[src/rtl/uart_mmio.sv]
// Memory-mapped console responder: DATA/STATUS registers in front of a TX FIFO that is
// drained to the harness UART character interface with a fixed inter-character gap.
//
// state | meaning
// IDLE  | waiting for the TX FIFO to hold at least one character
// SEND  | FIFO head presented on uart_out_*, popped at the end of this cycle
// GAP   | idle spacing after a character, counting down to zero
module uart_mmio #(
    parameter int FIFO_DEPTH = 8,
    parameter int TX_GAP     = 4
) (
    input  logic        clk_i,
    input  logic        rst_ni,
    input  logic        req_valid_i,
    output logic        req_ready_o,
    input  logic        req_wen_i,
    input  logic [63:0] req_addr_i,
    input  logic [63:0] req_wdata_i,
    input  logic [7:0]  req_wmask_i,
    output logic        resp_valid_o,
    output logic [63:0] resp_rdata_o,
    output logic        uart_out_valid_o,
    output logic [7:0]  uart_out_ch_o,
    output logic        uart_in_valid_o,
    input  logic [7:0]  uart_in_ch_i
);

    localparam int PW = $clog2(FIFO_DEPTH);
    localparam int CW = PW + 1;
    localparam int GW = (TX_GAP > 1) ? $clog2(TX_GAP) : 1;
    localparam logic [GW-1:0] GAP_INIT = (TX_GAP > 0) ? GW'(TX_GAP - 1) : '0;
    localparam logic [CW-1:0] DEPTH_C  = CW'(FIFO_DEPTH);

    typedef enum logic [1:0] {
        ST_IDLE = 2'd0,
        ST_SEND = 2'd1,
        ST_GAP  = 2'd2
    } state_e;

    state_e          state_q, state_d;
    logic [GW-1:0]   gap_q, gap_d;
    logic [PW-1:0]   wr_ptr_q, wr_ptr_d;
    logic [PW-1:0]   rd_ptr_q, rd_ptr_d;
    logic [CW-1:0]   count_q, count_d;
    logic [7:0]      mem_q [FIFO_DEPTH];
    logic            resp_valid_q;
    logic [63:0]     resp_rdata_q, resp_rdata_d;
    logic            out_valid_q, out_valid_d;
    logic [7:0]      out_ch_q, out_ch_d;

    logic            is_data;
    logic            fifo_full;
    logic            fifo_empty;
    logic            accept;
    logic            push;
    logic            pop;
    logic [31:0]     count_ext;
    logic [7:0]      status;
    logic            unused_ok;

    assign is_data    = ~req_addr_i[3];
    assign fifo_full  = (count_q == DEPTH_C);
    assign fifo_empty = (count_q == '0);
    assign count_ext  = 32'(count_q);

    // Only a store that would overflow the FIFO is back-pressured.
    assign req_ready_o     = ~(req_valid_i & req_wen_i & is_data & fifo_full);
    assign accept          = req_valid_i & req_ready_o;
    assign push            = accept & req_wen_i & is_data & req_wmask_i[0];
    assign uart_in_valid_o = rst_ni & accept & ~req_wen_i & is_data;
    assign pop             = (state_q == ST_SEND);

    assign unused_ok = ^{req_addr_i[63:4], req_addr_i[2:0], req_wdata_i[63:8], req_wmask_i[7:1]};

    always_comb begin
        status      = 8'd0;
        status[0]   = fifo_full;
        status[1]   = fifo_empty;
        status[7:4] = (count_ext > 32'd15) ? 4'hF : count_ext[3:0];
    end

    always_comb begin
        resp_rdata_d = 64'd0;
        if (accept && !req_wen_i) begin
            resp_rdata_d = is_data ? {56'd0, uart_in_ch_i} : {56'd0, status};
        end
    end

    always_ff @(posedge clk_i or negedge rst_ni) begin
        if (!rst_ni) begin
            resp_valid_q <= 1'b0;
            resp_rdata_q <= 64'd0;
        end else begin
            resp_valid_q <= accept;
            resp_rdata_q <= resp_rdata_d;
        end
    end

    assign resp_valid_o = resp_valid_q;
    assign resp_rdata_o = resp_rdata_q;

    always_ff @(posedge clk_i) begin
        if (push) begin
            mem_q[wr_ptr_q] <= req_wdata_i[7:0];
        end
    end

    always_comb begin
        wr_ptr_d = wr_ptr_q;
        rd_ptr_d = rd_ptr_q;
        count_d  = count_q;
        if (push) begin
            wr_ptr_d = wr_ptr_q + 1'b1;
        end
        if (pop) begin
            rd_ptr_d = rd_ptr_q + 1'b1;
        end
        if (push && !pop) begin
            count_d = count_q + 1'b1;
        end else if (pop && !push) begin
            count_d = count_q - 1'b1;
        end
    end

    always_ff @(posedge clk_i or negedge rst_ni) begin
        if (!rst_ni) begin
            wr_ptr_q <= '0;
            rd_ptr_q <= '0;
            count_q  <= '0;
        end else begin
            wr_ptr_q <= wr_ptr_d;
            rd_ptr_q <= rd_ptr_d;
            count_q  <= count_d;
        end
    end

    // Outputs are computed from the next state so they are registered yet aligned with SEND.
    always_comb begin
        state_d     = state_q;
        gap_d       = gap_q;
        out_valid_d = 1'b0;
        out_ch_d    = 8'd0;
        case (state_q)
            ST_IDLE: begin
                if (!fifo_empty) begin
                    state_d = ST_SEND;
                end
            end
            ST_SEND: begin
                if (TX_GAP == 0) begin
                    state_d = ST_IDLE;
                end else begin
                    state_d = ST_GAP;
                    gap_d   = GAP_INIT;
                end
            end
            ST_GAP: begin
                if (gap_q == '0) begin
                    state_d = ST_IDLE;
                end else begin
                    gap_d = gap_q - 1'b1;
                end
            end
            default: begin
                state_d = ST_IDLE;
            end
        endcase
        if (state_d == ST_SEND) begin
            out_valid_d = 1'b1;
            out_ch_d    = mem_q[rd_ptr_q];
        end
    end

    always_ff @(posedge clk_i or negedge rst_ni) begin
        if (!rst_ni) begin
            state_q     <= ST_IDLE;
            gap_q       <= '0;
            out_valid_q <= 1'b0;
            out_ch_q    <= 8'd0;
        end else begin
            state_q     <= state_d;
            gap_q       <= gap_d;
            out_valid_q <= out_valid_d;
            out_ch_q    <= out_ch_d;
        end
    end

    assign uart_out_valid_o = out_valid_q;
    assign uart_out_ch_o    = out_ch_q;

endmodule

[config.mk]
export PLATFORM = sky130hd
export DESIGN_NAME = uart_mmio
export DESIGN_NICKNAME = d
export VERILOG_FILES = /design/src/rtl/uart_mmio.sv
export SDC_FILE = /design/constraint.sdc
export NUM_CORES = 1
export LEC_CHECK = 0
export ABC_AREA = 1
export CORE_ASPECT_RATIO = 0.9
export CORE_UTILIZATION = 41
export DETAILED_ROUTE_END_ITERATION = 10
export GPL_ROUTABILITY_DRIVEN = 1
export GPL_TIMING_DRIVEN = 0
export HOLD_SLACK_MARGIN = 0.03
export MAX_ROUTING_LAYER = met4
export PLACE_DENSITY = 0.81
export SYNTH_ARGS = -nofsm -noshare
export SYNTH_HDL_FRONTEND = slang
export SYNTH_SLANG_ARGS = --single-unit
[constraint.sdc]
create_clock -name clk_i -period 2.9 [get_ports clk_i]
set_input_delay 0.435 -clock clk_i [delete_from_list [all_inputs] [get_ports clk_i]]
set_output_delay 0.435 -clock clk_i [all_outputs]
set_load 0.005 [all_outputs]
; Yosys cells after proc, flatten, opt, wreduce, memory -nomap -nowiden
; Memories as Yosys holds them, arrays and structs flattened.
; Cells that the tools add are included.
[word_totals]
word_cells = 60
input_bits = 148
mem_count = 1
regBits = 88
mem_bits_rw = 64
[op_classes]
n_lt_le_gt_ge = 1
n_bitwise = 13
n_reduce_logical = 12
n_eq_ne = 5
muxes = 14
add_sub_neg = 5
[memory_table]
columns = name, words, word_bits, read_ports, rd_ports_with_merged_regs, write_ports, line_no
row1 = mem_q, 8, 8, 1, 0, 1, 45  ; logic [7:0] mem_q [FIFO_DEPTH];
[ops]
columns = operator, count
row1 = two-way mux 8 bit, 3
row2 = two-way mux 4 bit, 3
row3 = bitwise AND 1 bit, 10
row4 = adder 3 x 1 -> 3 bit (second input constant), 2
row5 = two-way mux 2 bit, 3
row6 = case mux 2 bit (3 select lines), 1
row7 = adder 4 x 1 -> 4 bit (second input constant), 1
row8 = equality test 2 x 1 -> 1 bit (second input constant), 2
row9 = equality test 4 bit (second input constant), 1
row10 = greater-than comparator 4 bit (second input constant), 1
row11 = logical NOT 2 bit, 2
row12 = logical NOT 4 bit, 1
row13 = case mux 2 bit (2 select lines), 1
row14 = nonzero test 2 bit, 2
row15 = subtractor 4 x 1 -> 4 bit (second input constant), 1
row16 = logical AND 1 bit, 3
row17 = logical NOT 1 bit, 3
row18 = two-way mux 1 bit, 3
row19 = NOT 1 bit, 3
row20 = equality test 2 bit (second input constant), 1
row21 = inequality test 2 bit (second input constant), 1
row22 = AND reduction 2 bit, 1
row23 = subtractor 2 x 1 -> 2 bit (second input constant), 1

; Depth between registers and ports, before layout
[logic_depth]
word_depth = 12
ltp_mapped = 16

; Least setup slack after synthesis
; Ideal clock, no wire load.
[synth_timing]
path_type = input-to-reg
start = input port req_addr_i[3]
end = register count_q[3]
path_stages = 14
setup_ns = 0.116
required_ns = 2.784
arrival_time_ns = 1.961
path_buffers = 1
slack_ns = 0.823
cell_sequence = buf_6 > inv_6 > nand3_4 > nor2_4 > nand2_4 > inv_6 > ha_1 > inv_1 > ha_1 > or2_2 > nand3_1 > nand2_1 > nand2_1 > nand2_1
[synth_via]
elab_chain_len = 11
elab_cells_between_ends = 13
[synth_lines]
columns = item, line_no
row1 = from (decl), 17  ; input logic [63:0] req_addr_i,
row2 = NOT 1 bit (*), 61  ; assign is_data = ~req_addr_i[3];
row3 = bitwise AND 1 bit (2 in series), 67  ; assign req_ready_o = ~(req_valid_i & req_wen_i & is_data & fifo_full);
row4 = NOT 1 bit, 67
row5 = bitwise AND 1 bit, 68  ; assign accept = req_valid_i & req_ready_o;
row6 = bitwise AND 1 bit, 69  ; assign push = accept & req_wen_i & is_data & req_wmask_i[0];
row7 = bitwise AND 1 bit (*) (2 in series), 69
row8 = via push, 55  ; logic push;
row9 = logical NOT 1 bit, 120  ; end else if (pop && !push) begin
row10 = logical AND 1 bit, 120
row11 = nonzero test 2 bit (no source line), -
row12 = to (signal assigned), 133  ; count_q <= count_d;
row13 = to (decl), 44  ; logic [CW-1:0] count_q, count_d;
; Mark *: on every way through the listed nets, which the timed path passes. The rest lies on a longest branch.
; A chain may end at the register's enable or synchronous reset.

; Final worst setup path
[layout_timing]
start = input port req_valid_i
end = register count_q[3]
[layout_via]
elab_chain_len = 11
elab_cells_between_ends = 13
[layout_lines]
columns = item, line_no
row1 = from (decl), 14  ; input logic req_valid_i,
row2 = bitwise AND 1 bit (3 in series), 67
row3 = NOT 1 bit, 67
row4 = bitwise AND 1 bit (*), 68
row5 = bitwise AND 1 bit (*) (3 in series), 69
row6 = via push, 55
row7 = logical NOT 1 bit, 120
row8 = logical AND 1 bit, 120
row9 = nonzero test 2 bit (no source line), -
; Marked as above.

==> impl_metrics.json <==
{
  "outcome": "finished clean",
  "r2r_start": "count_q[0]$_DFFE_PN0P_",
  "fin_nets": 728,
  "skew_ns": 0.00598,
  "die-area_um2": 11800,
  "cts_tree": "yes",
  "synthTopCellsByArea": "edfxtp_1 41%, dfrtp_1 17%, buf_4 9.5%",
  "mostFrequentLayoutCells": "96 x nand2_1, 71 x inv_1, 64 x edfxtp_1",
  "cts_buffer_depth": 2,
  "avgSynthCellArea_um2": 9.96,
  "synthCells": 467,
  "synth_top_area_cell": "edfxtp_1",
  "hp-class": "input pin to async pin",
  "coreArea_um2": 10900,
  "crit_required_ns": 3.14,
  "crit_arrival_ns": 2.57,
  "synth_top_area_share": 0.413,
  "vdd_ir_drop_max_v": 0.000303,
  "vias": 3183,
  "antenna_cells": 0,
  "dpl.cell_count": 714,
  "area_growth_pct": 23.2,
  "firstDrtPassIters": 5,
  "synth_seq_area_share": 0.585,
  "mostFrequentLayoutCell": "nand2_1",
  "netlist_area_um2": 4650,
  "regToRegSetupSlack_ns": 0.64,
  "grt_max_degree": 34,
  "grt_usage": 0.160,
  "synth_cell_types": 29,
  "cp-start-kind": "input pin",
  "ys_seq_elements": 96,
  "drt-initial-drc-count": 158,
  "antenna_found_initial": 0,
  "min_period_over_period": 0.804,
  "ys_warn_count": 0,
  "fin_cells": 730,
  "cts_max_level": 3,
  "die_w_um": 114,
  "cts-root-buf": "clkbuf_16",
  "critPathMaxFanout": 9,
  "dp_hpwl_um": 6670,
  "grt_pass1_vias": 2913,
  "drv_cap": 0,
  "numPortBuffers": 40,
  "slew_violations": 0,
  "initial_utilization": 0.425,
  "ant_nets": 0,
  "gp_congestion": 0.819,
  "grt_overflow": 0,
  "wirelength_um": 8820,
  "reg2regPathDepth": 12,
  "avgRoutedWirePerCell_um": 12.1,
  "worst_pin_slew_ns": 1.20,
  "p_leak_nw": 2.76,
  "clkSinkCount": 96,
  "power_density_nw_per_um2": 778,
  "top_level_ports": 224,
  "die_y_um": 103,
  "max_freq_mhz": 429,
  "via_per_inst": 4.36,
  "path_class": "input pin to flip-flop",
  "clk-insertion-delay-late_ns": 0.34,
  "post_route_cells_drive_above_1_share": 0.178,
  "route.detailed.drc": 0,
  "max_slew_margin": 0.191,
  "cts_made_buffers": 9,
  "finalSetupViolations": 0,
  "hold_violations": 0,
  "min_period_ns": 2.33,
  "rsz0062_at_grt": "no",
  "critical_path.endpoint_type": "flip-flop",
  "rr_endpoint": "count_q[3]$_DFFE_PN0P_",
  "grt_pass1_wl_um": 14000,
  "num_rows": 36,
  "timing.hold.ws_ns": 0.142,
  "clkTransAtPathRegs_ns": 0.07
}
per-stage QoR:
step                area, µm²  TNS (ns)  utilization  power [mW]  setup WS (ns)
CTS                      5740         0        0.524        4.47         0.0191
global placement         5450    -0.170        0.498        3.23         -0.170
detailed placement       5450    -0.263        0.498        3.33         -0.263
global route             5730         0        0.524        4.74          0.468
finish                   5730         0        0.524        4.46          0.569
floorplan                4860         0            -        2.84          0.823
critical path, stage by stage:
cell             delay [ns]
clkdlybuf4s50_1        0.58
nand3_4                0.12
nor2_4                 0.11
nand2_4                0.11
inv_6                  0.08
ha_1                   0.16
inv_1                  0.10
ha_1                   0.31
or2_2                  0.32
nand3_1                0.10
nand2_1                0.06
nand2_1                0.05
nand2_1                0.04
cells in the mapped netlist (all sizes together):
cell type	instances
edfxtp	64
o21ai	13
nand3	38
dfrtp	32
ha	6
xnor2	3
fa	1
inv	75
clkinv	1
nor3	5
o21a	1
a22oi	1
conb	1
xor2	2
o21bai	1
nor2	52
mux2i	4
buf	68
nand2	98
or2	1
how the worst max path moves through the flow:
stage                        from                      to  slack (ns)  cells after the start
global route          req_valid_i   mem_q[7][3]$_DFFE_PP_        0.47                      5
floorplan           req_addr_i[3]  count_q[3]$_DFFE_PN0P_        0.82                     14
finish                req_valid_i  count_q[3]$_DFFE_PN0P_        0.57                     13
global placement           rst_ni         uart_in_valid_o       -0.17                      4
CTS                        rst_ni         uart_in_valid_o        0.02                      4
detailed placement         rst_ni         uart_in_valid_o       -0.26                      4
where the power goes:
group / total (mW) / leakage, nW / switching (mW) / internal, mW
Clock: 1.14 / 0.145 / 0.540 / 0.603
Sequential: 1.74 / 0.983 / 0.106 / 1.63
Combinational: 1.58 / 1.63 / 0.946 / 0.635
Total: 4.46 / 2.76 / 1.59 / 2.87
flip-flops by register name (all words and copies together), names as in the netlist:
name and flops:
gap_q 2, wr_ptr_q 3, resp_rdata_o 8, rd_ptr_q 3, uart_out_valid_o 1, count_q 4, state_q 2, uart_out_ch_o 8
resp_valid_o 1, mem_q 64
logic make-up (layout without fill, tap and decap cells):
| family | count (synthesis) | in the layout | synth area share |
|---|---|---|---|
| fa+ha+maj | 7 | 7 | 0.0204 |
| xor+xnor | 5 | 5 | 0.00941 |
| buf+inv | 144 | 200 | 0.174 |
| flops | 96 | 96 | 0.585 |
| compound gates | 16 | 16 | 0.0188 |
| simple gates | 194 | 194 | 0.183 |
| mux | 4 | 4 | 0.00860 |
| other cells | 1 | 56 | 0.000806 |
layer usage:
metal	wire (µm)	GRT usage	vias to the layer above
met5	0	-	-
met2	4170	0.261	163
met4	185	0.0769	0
li1	-	-	1562
met3	770	0.0323	16
met1	3690	0.193	1442
cell type report:
cell class                 instances  area (µm²)
tap                              152         190
clock buffer                       9         225
fill                             897        5210
sequential                        96        2720
buffer                            68         513
inverter                          76         295
multi-input combinational        282        1330
clock inverter                     7        62.6
timing repair buffer              40         395
repair_timing:
item,CTS,global route
resized for setup,1,0
hold buffers,0,0
hold endpoints to repair,0,0
setup endpoints to repair,1,0
setup buffers,0,0
(Power assumes the default switching activity.)
